<file path="config.mk">
export PLATFORM = sky130hd
export DESIGN_NAME = uart_tx_arbiter_flat
export DESIGN_NICKNAME = d
export VERILOG_FILES = /design/src/rtl/uart_tx_arbiter_pkg.sv /design/src/rtl/uart_tx_arbiter_if.sv /design/src/rtl/uart_tx_arbiter_rr_arb2.sv /design/src/rtl/uart_tx_arbiter.sv /design/src/flat_wrapper.sv
export SDC_FILE = /design/constraint.sdc
export NUM_CORES = 1
export LEC_CHECK = 0
export ABC_AREA = 1
export CAP_MARGIN = 20
export CORE_AREA = 2 2 67 69
export DETAILED_ROUTE_END_ITERATION = 8
export DIE_AREA = 0 0 69 71
export PLACE_DENSITY = 0.83
export SYNTH_ARGS = -nofsm -noshare
export SYNTH_HDL_FRONTEND = slang
export SYNTH_SLANG_ARGS = --single-unit
</file>
<file path="constraint.sdc">
create_clock -name i_clk -period 1.9 [get_ports i_clk]
set_input_delay 0.38 -clock i_clk [delete_from_list [all_inputs] [get_ports i_clk]]
set_output_delay 0.38 -clock i_clk [all_outputs]
set_load 0.01 [all_outputs]
</file>
<file path="src/rtl/uart_tx_arbiter_pkg.sv">
// Shared encodings for the UART TX arbiter: FSM states and requester IDs.
package uart_tx_arbiter_pkg;

    typedef enum logic [2:0] {
        ST_IDLE    = 3'd0,
        ST_SEND    = 3'd1,
        ST_WAIT_HI = 3'd2,
        ST_WAIT_LO = 3'd3,
        ST_GAP     = 3'd4
    } arb_state_t;

    localparam logic GNT_ALU = 1'b0;
    localparam logic GNT_RF  = 1'b1;

endpackage

</file>
<file path="src/rtl/uart_tx_arbiter_if.sv">
// Requester and UART TX handshake bundle shared by the arbiter and its environment.
interface uart_tx_arbiter_if #(
    parameter int DATA_WIDTH = 8
);
    logic                      alu_vld;
    logic [2*DATA_WIDTH-1:0]   alu_data;
    logic                      alu_ack;
    logic                      rf_vld;
    logic [DATA_WIDTH-1:0]     rf_data;
    logic                      rf_ack;
    logic                      tx_busy;
    logic [DATA_WIDTH-1:0]     tx_p_data;
    logic                      tx_vld;
    logic                      arb_busy;
    logic                      to_err;

    modport slave (
        input  alu_vld, alu_data, rf_vld, rf_data, tx_busy,
        output alu_ack, rf_ack, tx_p_data, tx_vld, arb_busy, to_err
    );

    modport master (
        output alu_vld, alu_data, rf_vld, rf_data, tx_busy,
        input  alu_ack, rf_ack, tx_p_data, tx_vld, arb_busy, to_err
    );
endinterface

</file>
<file path="src/rtl/uart_tx_arbiter_rr_arb2.sv">
// Two-way round-robin grant; the last winner loses the next tie.
module uart_tx_arbiter_rr_arb2
    import uart_tx_arbiter_pkg::*;
(
    input  logic i_clk,
    input  logic i_rst_n,
    input  logic i_req_alu,
    input  logic i_req_rf,
    input  logic i_take,
    output logic o_gnt_vld,
    output logic o_gnt_id
);
    logic r_last_grant;
    logic w_gnt_id;

    always_comb begin
        w_gnt_id = GNT_ALU;
        if (i_req_alu && i_req_rf)
            w_gnt_id = (r_last_grant == GNT_ALU) ? GNT_RF : GNT_ALU;
        else if (i_req_rf)
            w_gnt_id = GNT_RF;
    end

    // Reset to RF so the first tie goes to the ALU.
    always_ff @(posedge i_clk or negedge i_rst_n) begin
        if (!i_rst_n)
            r_last_grant <= GNT_RF;
        else if (i_take && o_gnt_vld)
            r_last_grant <= w_gnt_id;
    end

    assign o_gnt_vld = i_req_alu | i_req_rf;
    assign o_gnt_id  = w_gnt_id;
endmodule

</file>
<file path="src/rtl/uart_tx_arbiter.sv">
// Serialises ALU (2-byte) and register-file (1-byte) packets onto one UART transmitter,
// pacing each byte off TX BUSY with an optional inter-byte gap and a BUSY-rise timeout.
module uart_tx_arbiter
    import uart_tx_arbiter_pkg::*;
#(
    parameter int DATA_WIDTH   = 8,
    parameter int GAP_CYCLES   = 2,
    parameter int BUSY_TIMEOUT = 16
) (
    input  logic                   i_clk,
    input  logic                   i_rst_n,
    uart_tx_arbiter_if.slave       io_bus
);
    localparam int TO_W  = (BUSY_TIMEOUT > 1) ? $clog2(BUSY_TIMEOUT) : 1;
    localparam int GAP_W = (GAP_CYCLES > 0) ? $clog2(GAP_CYCLES + 1) : 1;
    localparam logic [TO_W-1:0]  TO_LAST  = TO_W'(BUSY_TIMEOUT - 1);
    localparam logic [GAP_W-1:0] GAP_LAST = GAP_W'(GAP_CYCLES - 1);

    arb_state_t                r_state, w_state_next;
    logic [2*DATA_WIDTH-1:0]   r_shift, w_shift_next;
    logic [1:0]                r_bytes_left, w_bytes_left_next;
    logic [TO_W-1:0]           r_to_cnt, w_to_cnt_next;
    logic [GAP_W-1:0]          r_gap_cnt, w_gap_cnt_next;
    logic                      r_alu_ack, w_alu_ack_next;
    logic                      r_rf_ack, w_rf_ack_next;
    logic                      r_tx_vld, w_tx_vld_next;
    logic [DATA_WIDTH-1:0]     r_tx_data, w_tx_data_next;
    logic                      r_arb_busy, w_arb_busy_next;
    logic                      r_to_err, w_to_err_next;
    logic                      w_take, w_byte_done, w_gnt_vld, w_gnt_id;

    uart_tx_arbiter_rr_arb2 u_rr_arb2 (
        .i_clk     (i_clk),
        .i_rst_n   (i_rst_n),
        .i_req_alu (io_bus.alu_vld),
        .i_req_rf  (io_bus.rf_vld),
        .i_take    (w_take),
        .o_gnt_vld (w_gnt_vld),
        .o_gnt_id  (w_gnt_id)
    );

    always_comb begin
        w_state_next      = r_state;
        w_shift_next      = r_shift;
        w_bytes_left_next = r_bytes_left;
        w_to_cnt_next     = r_to_cnt;
        w_gap_cnt_next    = r_gap_cnt;
        w_alu_ack_next    = 1'b0;
        w_rf_ack_next     = 1'b0;
        w_tx_vld_next     = 1'b0;
        w_tx_data_next    = r_tx_data;
        w_arb_busy_next   = r_arb_busy;
        w_to_err_next     = r_to_err;
        w_take            = 1'b0;
        w_byte_done       = 1'b0;

        case (r_state)
            ST_IDLE: begin
                if (w_gnt_vld) begin
                    w_take          = 1'b1;
                    w_arb_busy_next = 1'b1;
                    w_state_next    = ST_SEND;
                    if (w_gnt_id == GNT_ALU) begin
                        w_shift_next      = io_bus.alu_data;
                        w_bytes_left_next = 2'd2;
                        w_alu_ack_next    = 1'b1;
                    end else begin
                        w_shift_next      = {{DATA_WIDTH{1'b0}}, io_bus.rf_data};
                        w_bytes_left_next = 2'd1;
                        w_rf_ack_next     = 1'b1;
                    end
                end
            end
            ST_SEND: begin
                if (!io_bus.tx_busy) begin
                    w_tx_vld_next  = 1'b1;
                    w_tx_data_next = r_shift[DATA_WIDTH-1:0];
                    w_to_cnt_next  = '0;
                    w_state_next   = ST_WAIT_HI;
                end
            end
            ST_WAIT_HI: begin
                if (io_bus.tx_busy) begin
                    w_state_next = ST_WAIT_LO;
                end else if (r_to_cnt == TO_LAST) begin
                    // Transmitter never acknowledged: drop the byte and flag it.
                    w_to_err_next = 1'b1;
                    w_byte_done   = 1'b1;
                end else begin
                    w_to_cnt_next = r_to_cnt + 1'b1;
                end
            end
            ST_WAIT_LO: begin
                if (!io_bus.tx_busy)
                    w_byte_done = 1'b1;
            end
            ST_GAP: begin
                if (r_gap_cnt == GAP_LAST)
                    w_state_next = ST_SEND;
                else
                    w_gap_cnt_next = r_gap_cnt + 1'b1;
            end
            default: w_state_next = ST_IDLE;
        endcase

        if (w_byte_done) begin
            w_shift_next      = r_shift >> DATA_WIDTH;
            w_bytes_left_next = r_bytes_left - 2'd1;
            if (r_bytes_left == 2'd1) begin
                w_arb_busy_next = 1'b0;
                w_state_next    = ST_IDLE;
            end else if (GAP_CYCLES == 0) begin
                w_state_next = ST_SEND;
            end else begin
                w_gap_cnt_next = '0;
                w_state_next   = ST_GAP;
            end
        end
    end

    always_ff @(posedge i_clk or negedge i_rst_n) begin
        if (!i_rst_n) begin
            r_state      <= ST_IDLE;
            r_shift      <= '0;
            r_bytes_left <= '0;
            r_to_cnt     <= '0;
            r_gap_cnt    <= '0;
            r_alu_ack    <= 1'b0;
            r_rf_ack     <= 1'b0;
            r_tx_vld     <= 1'b0;
            r_tx_data    <= '0;
            r_arb_busy   <= 1'b0;
            r_to_err     <= 1'b0;
        end else begin
            r_state      <= w_state_next;
            r_shift      <= w_shift_next;
            r_bytes_left <= w_bytes_left_next;
            r_to_cnt     <= w_to_cnt_next;
            r_gap_cnt    <= w_gap_cnt_next;
            r_alu_ack    <= w_alu_ack_next;
            r_rf_ack     <= w_rf_ack_next;
            r_tx_vld     <= w_tx_vld_next;
            r_tx_data    <= w_tx_data_next;
            r_arb_busy   <= w_arb_busy_next;
            r_to_err     <= w_to_err_next;
        end
    end

    assign io_bus.alu_ack   = r_alu_ack;
    assign io_bus.rf_ack    = r_rf_ack;
    assign io_bus.tx_vld    = r_tx_vld;
    assign io_bus.tx_p_data = r_tx_data;
    assign io_bus.arb_busy  = r_arb_busy;
    assign io_bus.to_err    = r_to_err;
endmodule

</file>
<file path="src/flat_wrapper.sv">
// flat-port wrapper written by rule: the top's interface ports become plain ports
module uart_tx_arbiter_flat import uart_tx_arbiter_pkg::*;
#(
    parameter int DATA_WIDTH   = 8,
    parameter int GAP_CYCLES   = 2,
    parameter int BUSY_TIMEOUT = 16
)
  (i_clk, i_rst_n, io_bus_alu_vld, io_bus_alu_data, io_bus_rf_vld, io_bus_rf_data, io_bus_tx_busy, io_bus_alu_ack, io_bus_rf_ack, io_bus_tx_p_data, io_bus_tx_vld, io_bus_arb_busy, io_bus_to_err);
  uart_tx_arbiter_if #(.DATA_WIDTH(DATA_WIDTH)) io_bus_i ();
  input  logic i_clk;
  input  logic i_rst_n;
  input wire logic [$bits(io_bus_i.alu_vld)-1:0] io_bus_alu_vld;
  input wire logic [$bits(io_bus_i.alu_data)-1:0] io_bus_alu_data;
  input wire logic [$bits(io_bus_i.rf_vld)-1:0] io_bus_rf_vld;
  input wire logic [$bits(io_bus_i.rf_data)-1:0] io_bus_rf_data;
  input wire logic [$bits(io_bus_i.tx_busy)-1:0] io_bus_tx_busy;
  output wire logic [$bits(io_bus_i.alu_ack)-1:0] io_bus_alu_ack;
  output wire logic [$bits(io_bus_i.rf_ack)-1:0] io_bus_rf_ack;
  output wire logic [$bits(io_bus_i.tx_p_data)-1:0] io_bus_tx_p_data;
  output wire logic [$bits(io_bus_i.tx_vld)-1:0] io_bus_tx_vld;
  output wire logic [$bits(io_bus_i.arb_busy)-1:0] io_bus_arb_busy;
  output wire logic [$bits(io_bus_i.to_err)-1:0] io_bus_to_err;
  assign io_bus_i.alu_vld = io_bus_alu_vld;
  assign io_bus_i.alu_data = io_bus_alu_data;
  assign io_bus_i.rf_vld = io_bus_rf_vld;
  assign io_bus_i.rf_data = io_bus_rf_data;
  assign io_bus_i.tx_busy = io_bus_tx_busy;
  assign io_bus_alu_ack = io_bus_i.alu_ack;
  assign io_bus_rf_ack = io_bus_i.rf_ack;
  assign io_bus_tx_p_data = io_bus_i.tx_p_data;
  assign io_bus_tx_vld = io_bus_i.tx_vld;
  assign io_bus_arb_busy = io_bus_i.arb_busy;
  assign io_bus_to_err = io_bus_i.to_err;
  uart_tx_arbiter #(.DATA_WIDTH(DATA_WIDTH), .GAP_CYCLES(GAP_CYCLES), .BUSY_TIMEOUT(BUSY_TIMEOUT)) u_core (.i_clk(i_clk), .i_rst_n(i_rst_n), .io_bus(io_bus_i));
endmodule
</file>
# Word level (Yosys, flattened, before mapping)
# Cells that the tools add are included.
[op_classes]
n_shift = 0
multipliers = 0
add_sub_neg = 3
div_mod_pow = 0
magnitude_cmp = 0
reduce_logical = 11
mux = 43
eq_ne = 15
n_bitwise = 2
[op_table]
columns = ["op", "n"]
rows = [
  ["two-way mux 16 bit", 4],
  ["two-way mux 1 bit", 19],
  ["two-way mux 3 bit", 6],
  ["two-way mux 2 bit", 8],
  ["case mux 3 bit (5 select lines)", 1],
  ["two-way mux 4 bit", 3],
  ["inequality test 3 x 2 -> 1 bit, second input constant", 3],
  ["case mux 4 bit (2 select lines)", 1],
  ["equality test 3 x 2 -> 1 bit, second input constant", 2],
  ["inequality test 2 bit, second input constant", 3],
  ["nonzero test 2 bit", 3],
  ["AND reduction 5 bit", 1],
  ["adder 4 x 1 -> 4 bit, second input constant", 1],
  ["equality test 2 x 1 -> 1 bit, second input constant", 2],
  ["equality test 4 bit, second input constant", 1],
  ["AND reduction 2 bit", 2],
  ["AND reduction 4 bit", 1],
  ["equality test 3 x 1 -> 1 bit, second input constant", 1],
  ["equality test 3 bit, second input constant", 1],
  ["zero test 3 bit", 1],
  ["inequality test 3 x 1 -> 1 bit, second input constant", 1],
  ["AND reduction 3 bit", 1],
  ["adder 2 x 1 -> 2 bit, second input constant", 1],
  ["logical AND 1 bit", 2],
  ["other kinds (5)", 5],
]
[totals]
in_bits = 29
word_cells = 86
latch_bits = 0
ram_bits = 0
reg_bits = 41
romBits = 0
mem_count = 0

# Depth between registers and ports, before layout
# Gate-level depths: netlist of the first run.
[depth]
ltp_word = 6
mapped_depth = 9

# Hierarchy
# A second synthesis of the first run with hierarchy kept.
[hier_totals]
hier_cells = 247
hier_area_um2 = 1966.9
[by_module_without_submodules]
columns = ["module", "n_inst", "cells_each", "area_each_um2"]
rows = [
  ["uart_tx_arbiter", 1, 239, 1906.8],
  ["uart_tx_arbiter_rr_arb2", 1, 8, 60.1],
]

# Worst setup path before layout of the first run
# Ideal clock, no wire load.
[synth_path]
kind = "register to register"
startpoint = "reg u_core.r_to_cnt[0]"
endpoint = "reg u_core.r_bytes_left[1]"
t_arrival_ns = 1.262
n_path_buf = 1
setup_slack_ns = 0.519
path_stages_with_launch = 9
synth_period_minus_slack_ns = 1.381
cell_sequence = "dfrtp_1 > ha_1 > nand3_1 > nor2_1 > nand2_4 > nand2_4 > buf_12 > a21oi_2 > nand2_1"
[synth_via]
elab_chain_len = 6
elab_cells_between_ends = 8
cone_classes = "1 x eq/ne; 4 x mux; 3 x reduce/logical"
[synth_lines]
columns = ["element", "line", "rtl"]
rows = [
  ["from (decl)", "uart_tx_arbiter.sv:22", "logic [TO_W-1:0] r_to_cnt, w_to_cnt_next;"],
  ["from (signal assigned)", "uart_tx_arbiter.sv:138", "r_to_cnt <= w_to_cnt_next;"],
  ["equality test 4 bit *", "uart_tx_arbiter.sv:85", "end else if (r_to_cnt == TO_LAST) begin"],
  ["two-way mux 1 bit *", "uart_tx_arbiter.sv:85", ""],
  ["two-way mux 1 bit *", "uart_tx_arbiter.sv:83", "if (io_bus.tx_busy) begin"],
  ["case mux 1 bit (2 select lines) *", "uart_tx_arbiter.sv:57", "case (r_state)"],
  ["nonzero test 2 bit (no source line)", "n/a", ""],
  ["AND reduction 2 bit (no source line)", "n/a", ""],
  ["to (signal assigned)", "uart_tx_arbiter.sv:137", "r_bytes_left <= w_bytes_left_next;"],
  ["to (decl)", "uart_tx_arbiter.sv:21", "logic [1:0] r_bytes_left, w_bytes_left_next;"],
]
# Mark *: on every way between the ends. The rest lies on a longest branch, timed or not.
# A chain may end at the register's enable or synchronous reset.

# Worst setup path in the final report of the first run
[layout_path]
startpoint = "reg u_core.r_state[1]"
endpoint = "reg u_core.r_bytes_left[0]"
[layout_via]
elab_chain_len = 4
elab_cells_between_ends = 8
cone_classes = "2 x eq/ne; 2 x mux; 4 x reduce/logical"
[layout_lines]
columns = ["element", "line", "rtl"]
rows = [
  ["from (decl)", "uart_tx_arbiter.sv:19", "arb_state_t r_state, w_state_next;"],
  ["from (signal assigned)", "uart_tx_arbiter.sv:135", "r_state <= w_state_next;"],
  ["equality test 3 x 2 -> 1 bit", "uart_tx_arbiter.sv:57", ""],
  ["case mux 1 bit (2 select lines)", "uart_tx_arbiter.sv:57", ""],
  ["nonzero test 2 bit (no source line)", "n/a", ""],
  ["AND reduction 2 bit (no source line)", "n/a", ""],
]
# Several ways; a longest one is shown, not always the timed one.

==> results of run 1 <==
[sequential cells by signal, indices dropped and copies added, names as in the netlist]
register / flops
u_core.io_bus.alu_ack: 1
u_core.io_bus.arb_busy: 1
u_core.io_bus.rf_ack: 1
u_core.io_bus.to_err: 1
u_core.io_bus.tx_p_data: 8
u_core.io_bus.tx_vld: 1
u_core.r_bytes_left: 2
u_core.r_gap_cnt: 2
u_core.r_shift: 16
u_core.r_state: 3
u_core.r_to_cnt: 4
u_core.u_rr_arb2.r_last_grant: 1
[power breakdown]
part	internal [mW]	switching, mW	total (mW)	leakage [nW]
combinational	0.723	0.838	1.56	0.786
clock	0.294	0.305	0.599	0.0512
sequential	1.25	0.285	1.53	0.519
total	2.27	1.43	3.69	1.36
[cell type report]
class / count / area [um2] / area share [%]
inverter: 15 / 58.8 / 2.22
multi-input combinational: 183 / 925 / 35.0
clock buffer: 6 / 82.6 / 3.12
timing repair buffer: 50 / 473 / 17.9
sequential: 41 / 1030 / 38.8
clock inverter: 2 / 13.8 / 0.520
tap: 52 / 65.1 / 2.46
[kinds of logic (layout without fill, tap and decap cells)]
kind of cell	after synthesis	in the layout	share of synthesized area [%]
xor gates and xnor gates	2	2	0.848
DFF	41	41	49.7
buffers and inverters	22	73	5.57
AOI/OAI and AO/OA	10	10	3.21
adders and majority gates	2	2	1.21
and+or+nand+nor	169	169	39.5
[worst min-delay path by stage]
stage	startpoint	endpoint	cells after the start
after floorplan	i_rst_n	u_core.io_bus.alu_ack	0
after global placement	i_rst_n	u_core.io_bus.rf_ack	2
after detailed placement	i_rst_n	u_core.io_bus.rf_ack	2
after CTS	i_rst_n	u_core.r_bytes_left[1]	2
after global routing	i_rst_n	u_core.r_shift[10]	2
final	i_rst_n	u_core.io_bus.rf_ack	2
[layer usage]
metal,share of wire (%),GRT usage (%)
met2,50,30.9
met1,43,23.8
met3,3.8,2.99
met5,0,0
met4,2.9,10.0
[per-stage QoR]
stage	utilization [%]	power, mW	hold slack, ns
floorplan	-	2.55	0.0844
global placement	60.6	3.06	0.459
detailed placement	60.6	3.12	0.467
CTS	62.9	3.73	0.138
global route	62.9	3.99	0.166
finish	62.9	3.69	0.123
[cells in the final DEF (no fill, tap or decap)]
cell type	count
clkinv_4	1
a2bb2oi_2	1
or2_2	1
nor2_2	3
dfrtp_1	40
o21ai_1	1
inv_1	10
xor2_1	1
nand2_4	2
nand3_2	9
buf_4	9
inv_4	1
nor3_1	1
nand3_4	1
clkdlybuf4s50_1	40
dfstp_2	1
nor2_4	2
inv_2	3
xnor2_1	1
nor2_1	10
o21ai_0	3
buf_2	1
nand4_1	9
a21oi_2	1
nand2_1	102
nand2_2	9
nand3_1	20
clkinv_2	1
clkinv_1	1
o21bai_1	1
clkbuf_8	6
a21oi_1	3
ha_1	2
==> metrics.yaml, run 1 <==
setup_path:
  rrSetupSlack_ns: 0.25
  r2r_start: "u_core.r_state[1]"
  slowest_stage: "dfrtp_1"
  reg2reg_to: "u_core.r_bytes_left[0]"
  critPathMaxFanout: 8
  path_class: "flop to flop"
  cp-end-kind: "flop"
  path_common_cell: "nand2_1"
  cp-start-kind: "flop"
  cp-startpoint: "u_core.r_state[1]"
  required_ns: 2.11
  critPathTopFamily: "simple AND/OR/NAND/NOR gates"
  critical_path_arrival_ns: 1.86
  path_buf_inv: 1
  path_cells: "nor2_4 -> nand2_1 -> nor2_1 -> nand2_1 -> nand2_1 -> nand2_1 -> nand2_1 -> inv_1"
  critical_path_depth: 8
  reg2reg_depth: 8
  endpoint: "u_core.r_bytes_left[0]"
  critPathMaxStageDelay_ns: 0.52
sta:
  fmax_mhz: 604
  fin_crit_sh_pct: 87.1
  max_slew.worst_pin.slew_ns: 0.501
  min_period_ns: 1.65
  finalMaxSlewViolations: 0
  hold_violations: 0
  finalSetupTns_ns: 0
  finalClockSkew_ns: 0.00771
  timing.final.ws_setup_ns: 0.245
  relSlewSlack_pct: 66.6
  setup_viol: 0
  rsz0062_at_grt: "no"
grt:
  grt_use_total_pct: 18.7
  first_global_vias: 1665
  grt_overflow: 0
  grt_first_pass_wirelength_mm: 7.27
  grt_max_degree: 42
  antenna_found_initial: 0
clock_network:
  clock_sinks: 41
  path_clk_slew_ns: 0.08
  cts_setup_buffers: 0
  htreeDepth: 2
  postCtsHoldBufs: 0
  numCtsBuffers: 5
  clockBufferDepth: 2
  clockRootBuffer: "clkbuf_8"
  cts_tree: "yes"
  cts-resized-gates: 0
  worstSkewPairLatency_ns: 0.30
placed_design:
  post-place-ws_ns: 0.0684
  placed_cell_area_um2: 2550
  routabilityCongestion: 0.766
  hpwl_mm: 3.20
  dp_cells: 341
  port_buffers: 41
logic_synthesis:
  yosys.area.top_type: "dfrtp_1"
  async_flop_share_pct: 100
  netlist_area_um2: 2070
  synth.top_cell.area_share_pct: 48.4
  synth_warnings: 0
  synth.avg_cell_area_um2: 8.40
  ys_types: 30
  synth_fp_nets: 277
  ys.flop_type: "dfrtp_1"
  netlist_instances: 246
  yosysSeqAreaShare_pct: 49.7
  yosys-top-cells-area: "dfrtp_1 48%, nand2_1 19%, nand3_1 4.8%, nand3_2 4.4%, nand2_2 2.7%"
  ys_ff_latch: 41
  yosysMostFrequentCell: "nand2_1"
  synthTopCellsByCount: "102 x nand2_1, 40 x dfrtp_1, 20 x nand3_1"
  synth-edff-count: 0
route:
  num_vias: 1727
  firstDrtPassIters: 4
  wl_per_cell_um: 12.1
  drc_errors: 0
  routed_wl_mm: 4.23
  drtAntennaViolNets: 0
  drt_iter0_drc: 92
  vias_per_cell: 4.95
finish:
  drive_above_1_share_pct: 17.5
  antenna_cells: 0
  design_area_um2: 2650
  nets: 327
  synthToLayoutAreaGrowth_pct: 28.0
  instances_no_fill: 349
  num-fill-cells: 369
die:
  pin_count: 42
  fp.dieH_um: 71
  core_um2: 4200
  rows: 24
  die_w_um: 69
  die_area_um2: 4900
  initial_core_util_pct: 49.2
hold_path:
  min_path_type: "input pin to asynchronous set/reset pin"
power:
  p_leak_nw: 1.36
  pwr_density_cell_nw_per_um2: 1400
  ir_drop_mv: 0.751
job:
  max_cap_violations: 0
run_status:
  status: "finished, final reports clean"
Power figures use the tool's default switching activity.
==> run 2: changes to the inputs <==
--- a/config.mk
+++ b/config.mk
@@ -6,7 +6,6 @@
 export NUM_CORES = 1
 export LEC_CHECK = 0
 export ABC_AREA = 1
-export CAP_MARGIN = 20
 export CORE_AREA = 2 2 67 69
 export DETAILED_ROUTE_END_ITERATION = 8
 export DIE_AREA = 0 0 69 71
==> results of run 2 <==
The final DEF is identical to that of run 1; final timing and power are the same.
